**src/rtl/maxnet_controller.sv**
```systemverilog
// Sequencing FSM for the four-neuron MaxNet winner-take-all datapath.
// Loads the activations, then iterates inhibition updates until one, none, or too many neurons survive.
module maxnet_controller #(
  parameter int MAX_ITER = 15,
  parameter int ITER_W   = 8
) (
  input  logic              clk,
  input  logic              rst,
  input  logic              start,
  input  logic [3:0]        nonzero,
  output logic [1:0]        data_sel,
  output logic              reg_ld,
  output logic              busy,
  output logic              done,
  output logic [1:0]        winner,
  output logic              winner_valid,
  output logic              no_winner,
  output logic              timeout,
  output logic [ITER_W-1:0] iter_cnt
);

  // Handshake: start is a one-cycle request honoured only in IDLE or DONE;
  // done stays high with the result held until the next start or reset.

  typedef enum logic [2:0] {
    S_IDLE,
    S_LOAD,
    S_EVAL,
    S_UPDATE,
    S_DONE
  } state_t;

  localparam logic [ITER_W-1:0] ITER_LIMIT = ITER_W'(MAX_ITER);

  state_t     state;
  state_t     state_nx;
  logic [2:0] pop;
  logic [1:0] first_idx;

  assign pop = {2'b00, nonzero[0]} + {2'b00, nonzero[1]}
             + {2'b00, nonzero[2]} + {2'b00, nonzero[3]};

  // Only meaningful when exactly one bit is set.
  always_comb begin
    first_idx = 2'd0;
    if (nonzero[1]) first_idx = 2'd1;
    if (nonzero[2]) first_idx = 2'd2;
    if (nonzero[3]) first_idx = 2'd3;
  end

  always_ff @(posedge clk or posedge rst) begin
    if (rst) state <= S_IDLE;
    else     state <= state_nx;
  end

  always_comb begin
    state_nx = state;
    data_sel = 2'b00;
    reg_ld   = 1'b0;
    case (state)
      S_IDLE: begin
        if (start) state_nx = S_LOAD;
      end
      S_LOAD: begin
        data_sel = 2'b01;
        reg_ld   = 1'b1;
        state_nx = S_EVAL;
      end
      S_EVAL: begin
        if (pop <= 3'd1 || iter_cnt == ITER_LIMIT) state_nx = S_DONE;
        else                                       state_nx = S_UPDATE;
      end
      S_UPDATE: begin
        data_sel = 2'b10;
        reg_ld   = 1'b1;
        state_nx = S_EVAL;
      end
      S_DONE: begin
        if (start) state_nx = S_LOAD;
      end
      default: state_nx = S_IDLE;
    endcase
  end

  assign busy = (state == S_LOAD) || (state == S_EVAL) || (state == S_UPDATE);
  assign done = (state == S_DONE);

  // Results are cleared on entry to LOAD so the flags read zero outside DONE.
  always_ff @(posedge clk or posedge rst) begin
    if (rst) begin
      winner       <= 2'd0;
      winner_valid <= 1'b0;
      no_winner    <= 1'b0;
      timeout      <= 1'b0;
      iter_cnt     <= '0;
    end else if (state_nx == S_LOAD) begin
      winner       <= 2'd0;
      winner_valid <= 1'b0;
      no_winner    <= 1'b0;
      timeout      <= 1'b0;
      iter_cnt     <= '0;
    end else if (state == S_EVAL && state_nx == S_DONE) begin
      if (pop == 3'd1) begin
        winner       <= first_idx;
        winner_valid <= 1'b1;
      end else if (pop == 3'd0) begin
        no_winner    <= 1'b1;
      end else begin
        timeout      <= 1'b1;
      end
    end else if (state == S_UPDATE) begin
      iter_cnt <= iter_cnt + 1'b1;
    end
  end

endmodule

```
**config.mk**
```make
export PLATFORM = sky130hd
export DESIGN_NAME = maxnet_controller
export DESIGN_NICKNAME = d
export VERILOG_FILES = /design/src/rtl/maxnet_controller.sv
export SDC_FILE = /design/constraint.sdc
export NUM_CORES = 1
export LEC_CHECK = 0
export ABC_AREA = 1
export CAP_MARGIN = 20
export CORE_AREA = 2 2 55 57
export CTS_CLUSTER_SIZE = 12
export DETAILED_ROUTE_END_ITERATION = 16
export DIE_AREA = 0 0 57 59
export GPL_ROUTABILITY_DRIVEN = 0
export SLEW_MARGIN = 20
export SYNTH_ARGS = -nofsm -noshare
export SYNTH_HDL_FRONTEND = slang
export SYNTH_SLANG_ARGS = --single-unit
```
**constraint.sdc**
```tcl
create_clock -name clk -period 1.7 [get_ports clk]
set_input_delay 0.255 -clock clk [delete_from_list [all_inputs] [get_ports clk]]
set_output_delay 0.255 -clock clk [all_outputs]
set_load 0.005 [all_outputs]
```
**Yosys cells after proc, flatten, opt, wreduce, memory -nomap -nowiden**

Index checks and enable logic that the tools add are counted.

- Input port bits: 7
- Word-level logic and storage cells: 63
- Output and inout port bits: 18
- Flip-flop bits (word level): 16

- Mux-type cells: 25
- Reductions and logical operators: 16
- $lt $le $gt $ge: 1
- Equality and inequality tests: 11
- Add/sub/neg operators: 4

Operator list:

| operator | count |
|---|---|
| 2-to-1 mux 8 bit | 3 |
| 2-to-1 mux 1 bit | 13 |
| 2-to-1 mux 2 bit | 5 |
| equality test 3 x 1 -> 1 bit (second input constant) | 3 |
| one-hot mux 3 bit (3 select lines) | 1 |
| adder 8 x 1 -> 8 bit (second input constant) | 1 |
| equality test 8 x 4 -> 1 bit (second input constant) | 1 |
| nonzero test 2 bit | 4 |
| equality test 3 x 2 -> 1 bit (second input constant) | 2 |
| equality test 3 bit (second input constant) | 2 |
| logical NOT 3 bit | 2 |
| 2-to-1 mux 3 bit | 2 |
| inequality test 2 bit (second input constant) | 3 |
| AND reduction 3 bit | 2 |
| one-hot mux 2 bit (2 select lines) | 1 |
| AND reduction 2 bit | 2 |
| OR reduction 2 bit | 2 |
| adder 2 x 1 -> 3 bit | 1 |
| adder 3 x 1 -> 3 bit | 1 |
| less-or-equal comparator 3 x 1 -> 1 bit (second input constant) | 1 |
| logical OR 1 bit | 3 |
| adder 1 x 1 -> 2 bit | 1 |
| logical AND 1 bit | 1 |

**Depth between registers and ports, before layout**

- Depth after elaboration: 11
- Gate-level depth with buffers: 11
- Mapped depth without buffers: 11

**Worst setup path after synthesis**

No wires, ideal clock.

- Path kind: input to register
- Start: input port nonzero[0]
- End: register winner[0]
- Setup time: 0.118 ns
- Buffers on the path: 0
- Stages on the path: 11
- Setup slack: -0.338 ns
- Data required time: 1.582 ns
- Data arrival time: 1.921 ns
- Cells stage by stage: inv_1 fa_1 inv_1 ha_1 inv_1 ha_1 or2_1 nor2_1 nand3_2 nand3_1 nand2_1

- Longest elaborated chain between the ends: 11

Ends and longest elaborated chain:

| what | line | RTL |
|---|---|---|
| start, declared | 10 | `input logic [3:0] nonzero,` |
| adder 1 x 1 -> 2 bit * | 40 | `assign pop = {2'b00, nonzero[0]} + {2'b00, nonzero[1]}` |
| adder 2 x 1 -> 3 bit * | 41 | `+ {2'b00, nonzero[2]} + {2'b00, nonzero[3]};` |
| adder 3 x 1 -> 3 bit * | 41 |  |
| less-or-equal comparator 3 x 1 -> 1 bit | 70 | `if (pop <= 3'd1 \|\| iter_cnt == ITER_LIMIT) state_nx = S_DONE;` |
| logical OR 1 bit | 70 |  |
| 2-to-1 mux 3 bit | 70 |  |
| one-hot mux 3 bit (3 select lines) | 60 | `case (state)` |
| equality test 3 bit | 102 | `end else if (state == S_EVAL && state_nx == S_DONE) begin` |
| logical AND 1 bit | 102 |  |
| nonzero test 2 bit (no line) | n/a |  |
| AND reduction 2 bit (no line) | n/a |  |
| end signal, assigned | 104 | `winner <= first_idx;` |
| end, declared | 15 | `output logic [1:0] winner,` |

Mark *: on every way between the ends. The rest lies on a longest branch, timed or not.
A chain may end at the register's enable or synchronous reset.

**Final worst setup path**

- Start: input port nonzero[0]
- End: register no_winner

- Longest elaborated chain between the ends: 11

Ends and longest elaborated chain:

| what | line | RTL |
|---|---|---|
| adder 1 x 1 -> 2 bit * | 40 |  |
| adder 2 x 1 -> 3 bit * | 41 |  |
| adder 3 x 1 -> 3 bit * | 41 |  |
| less-or-equal comparator 3 x 1 -> 1 bit | 70 |  |
| logical OR 1 bit | 70 |  |
| 2-to-1 mux 3 bit | 70 |  |
| one-hot mux 3 bit (3 select lines) | 60 |  |
| equality test 3 bit | 102 |  |
| logical AND 1 bit | 102 |  |
| nonzero test 2 bit (no line) | n/a |  |
| AND reduction 3 bit (no line) | n/a |  |
| end signal, assigned | 93 | `no_winner <= 1'b0;` |
| end signal, assigned | 99 | `no_winner <= 1'b0;` |
| end signal, assigned | 107 | `no_winner <= 1'b1;` |
| end, declared | 17 | `output logic no_winner,` |

Marks and branches as above.

==> results_dict.tcl <==
set metrics [dict create \
    syn_area_um2 931 \
    fin_util_pct 50.7 \
    power.internal_mw 0.933 \
    maxCapViolCount 0 \
    hpwl_um 1580 \
    grt.total_usage_pct 14.1 \
    io_pins 25 \
    drv_slew 0 \
    cp.arrival_ns 2.02 \
    start_util_pct 34.3 \
    path_cells "buf_8, inv_8, fa_1, inv_2, ha_4, buf_6, ha_4, or2_4, buf_6, nor2_2, nand3_1, a21oi_1" \
    syn_area_per_cell_um2 8.24 \
    syn2layout_area_growth_pct 47.6 \
    yosysTopAreaCell "dfrtp_1" \
    drt-total-wl_um 2070 \
    max_freq_mhz 555 \
    cp_num_buf_inv 5 \
    die_area_um2 3360 \
    clockBufferDepth 2 \
    finalSetupViolCount 5 \
    yosysWarnings 0 \
    layout-drive-gt1-share_pct 28.6 \
    fin_skew_ns 0.000847 \
    synth_cell_types 25 \
    required_ns 1.91 \
    hold_violations 0 \
    fin_setup_tns_ns -0.371 \
    yosys_register_bits 16 \
    root_buffer "clkbuf_4" \
    final_nets 161 \
    coreArea_um2 2710 \
    power_density_nw_per_um2 1100 \
    viasPerCell 4.86 \
    tightestPinTransition_ns 0.304 \
    postCtsHoldBufs 0 \
    reg2reg_slack_ns 0.23 \
    htreeDepth 1 \
    cp_max_fo 2 \
    p_leak_nw 0.649 \
    antenna_cells 0 \
    grt_pass1_vias 827 \
    setup_ws_ns -0.102 \
    r2r_cells 6 \
    tritoncts "done" \
    rows 19 \
    antenna_left 0 \
    r2r_end "winner[1]$_DFFE_PP0P_" \
    clk_pin_slew_ns 0.09 \
    grt_max_degree 17 \
    p_switching_mw 0.575 \
    totalPowerFinal_mw 1.51 \
    die_h_um 59 \
    antenna_found_initial 0 \
    cp-start-kind "input port" \
    clock_latency_ns 0.28 \
    cts_made_buffers 3 \
    reg2reg_from "iter_cnt[0]$_DFFE_PP0P_" \
    cp_slowest_cell "fa_1" \
    grt_pass1_wl_um 3630 \
    final_common_cell "clkdlybuf4s50_1" \
    crit_path_end_kind "flip-flop" \
    cts_num_sinks 16 \
    ys_seq_area_share_pct 43.0 \
    firstDrtPassIters 4 \
    irDropWorstVdd_uv 663 \
    crit_type "input port to flip-flop" \
    drt_iter0_drc 14 \
    vias 865 \
    dieWidth_um 57 \
    clockPowerShare_pct 13.0 \
    outcome "finished with violations" \
    fillers 289 \
    syn-num-nets 125 \
    violations "negative setup slack" \
    rsz0062_at_grt "true" \
    pre_cts_ws_ns -0.952 \
    switching_share_pct 38.1 \
    wire_per_inst_um 11.6 \
    final_cell_mix "17 x clkdlybuf4s50_1, 16 x nand2_1, 16 x dfrtp_1, 12 x inv_1, 11 x nor2_1" \
    syn_inst 113 \
    slew_headroom_pct 79.7 \
    slowest_delay_ns 0.54 \
    drc 0 \
    port_buffers 24 \
    yosysTopAreaCellShare_pct 43.0 \
    grt_overflow 0 \
    p_comb_share_pct 50.6 \
    fin_crit_ns 1.80 \
    hp-class "input port to asynchronous set/reset pin" \
    period_share_pct 106 \
    critical-path-top-delay-family "adder cells" \
    synthTopCellsByArea "dfrtp_1 43%, inv_1 7.3%, nand2_1 6.9%, nand3_1 5.9%, ha_1 5.4%" \
    hold_slack_ns 0.263 \
    pwr-share-seq_pct 36.4 \
]
## stage by stage
| step | cell area [um2] | instances |
|---|---|---|
| after floorplan | 943 | 113 |
| after global placement | 1240 | 171 |
| after detailed placement | 1240 | 171 |
| after CTS | 1350 | 177 |
| after global routing | 1370 | 178 |
| final | 1370 | 178 |
## worst reg2reg max path: cells and delay by family, from the launching register on
family / cells / cell delay (ns)
and+or+nand+nor: 4 / 0.43
DFF: 1 / 0.41
AOI/OAI and AO/OA: 1 / 0.29
adders and majority gates: 1 / 0.24
## worst max path at each step
| stage | startpoint | to | cells after the start |
|---|---|---|---|
| after detailed placement | nonzero[0] | winner[1]$_DFFE_PP0P_ | 12 |
| after global routing | nonzero[0] | no_winner$_DFFE_PP0P_ | 12 |
| after CTS | nonzero[0] | no_winner$_DFFE_PP0P_ | 12 |
| after floorplan | nonzero[0] | winner[1]$_DFFE_PP0P_ | 11 |
| after global placement | nonzero[0] | winner[1]$_DFFE_PP0P_ | 12 |
| final | nonzero[0] | no_winner$_DFFE_PP0P_ | 12 |
## cell families (layout without fill, tap and decap cells)
group,Yosys count,in the layout,synth area share [%]
XOR/XNOR,1,1,0.941
flip-flops,16,16,43.0
AO/OA/AOI/OAI,12,12,8.74
AND/OR/NAND/NOR,58,58,30.5
adder cells (fa/ha/maj),5,5,7.53
buffers and inverters,21,55,9.27
## synth_stat cells
cell type and count:
fa_1 1, a21oi_2 1, o21ai_0 2, nand2_1 17, or2_1 1, nor2_1 13, and3_2 1, inv_2 2
nor2_2 2, o21bai_4 1, nand4_1 3, nor2_4 2, dfrtp_1 16, xnor2_1 1, nand2_2 2, ha_1 4
or2_2 1, o21ai_1 1, a21oi_1 6, buf_6 1, nand3_2 1, nor3_1 4, inv_1 18, a22o_1 1
nand3_1 11
## cell type report
class | instances | area [um2] | share of cell area, %
tap | 31 | 38.8 | 2.82
timing repair buffer | 32 | 305 | 22.2
clock buffer | 3 | 22.5 | 1.64
inverter | 20 | 82.6 | 6.01
multi-input combinational | 76 | 524 | 38.2
sequential | 16 | 400 | 29.1
## layer usage
| metal | routed length [um] | global-route usage (%) | vias up |
|---|---|---|---|
| met4 | 57 | 9.63 | 0 |
| met3 | 66 | 0.873 | 5 |
| li1 | - | - | 433 |
| met5 | 0 | 0 | - |
| met1 | 902 | 16.5 | 406 |
| met2 | 1040 | 24.8 | 21 |
## sequential cells by signal, summed over array words and instances (netlist names)
| register | cells |
|---|---|
| state | 3 |
| winner | 2 |
| winner_valid | 1 |
| iter_cnt | 8 |
| timeout | 1 |
| no_winner | 1 |
## power by group through the flow
stage | Combinational (mW) | Sequential, mW | Clock [mW]
final | 0.763 | 0.548 | 0.197
after floorplan | 0.361 | 0.545 | 0
after CTS | 0.745 | 0.545 | 0.210
after global placement | 0.665 | 0.549 | 0
after global routing | 0.851 | 0.562 | 0.226
after detailed placement | 0.676 | 0.550 | 0
## repair_timing
item                       4_1_cts  5_1_grt
buffers inserted                 3        1
pin swaps                        9        7
setup endpoints to repair       13        7
gates cloned                     0        0
gates resized for setup         34        5
Power figures use the tool's default switching activity.
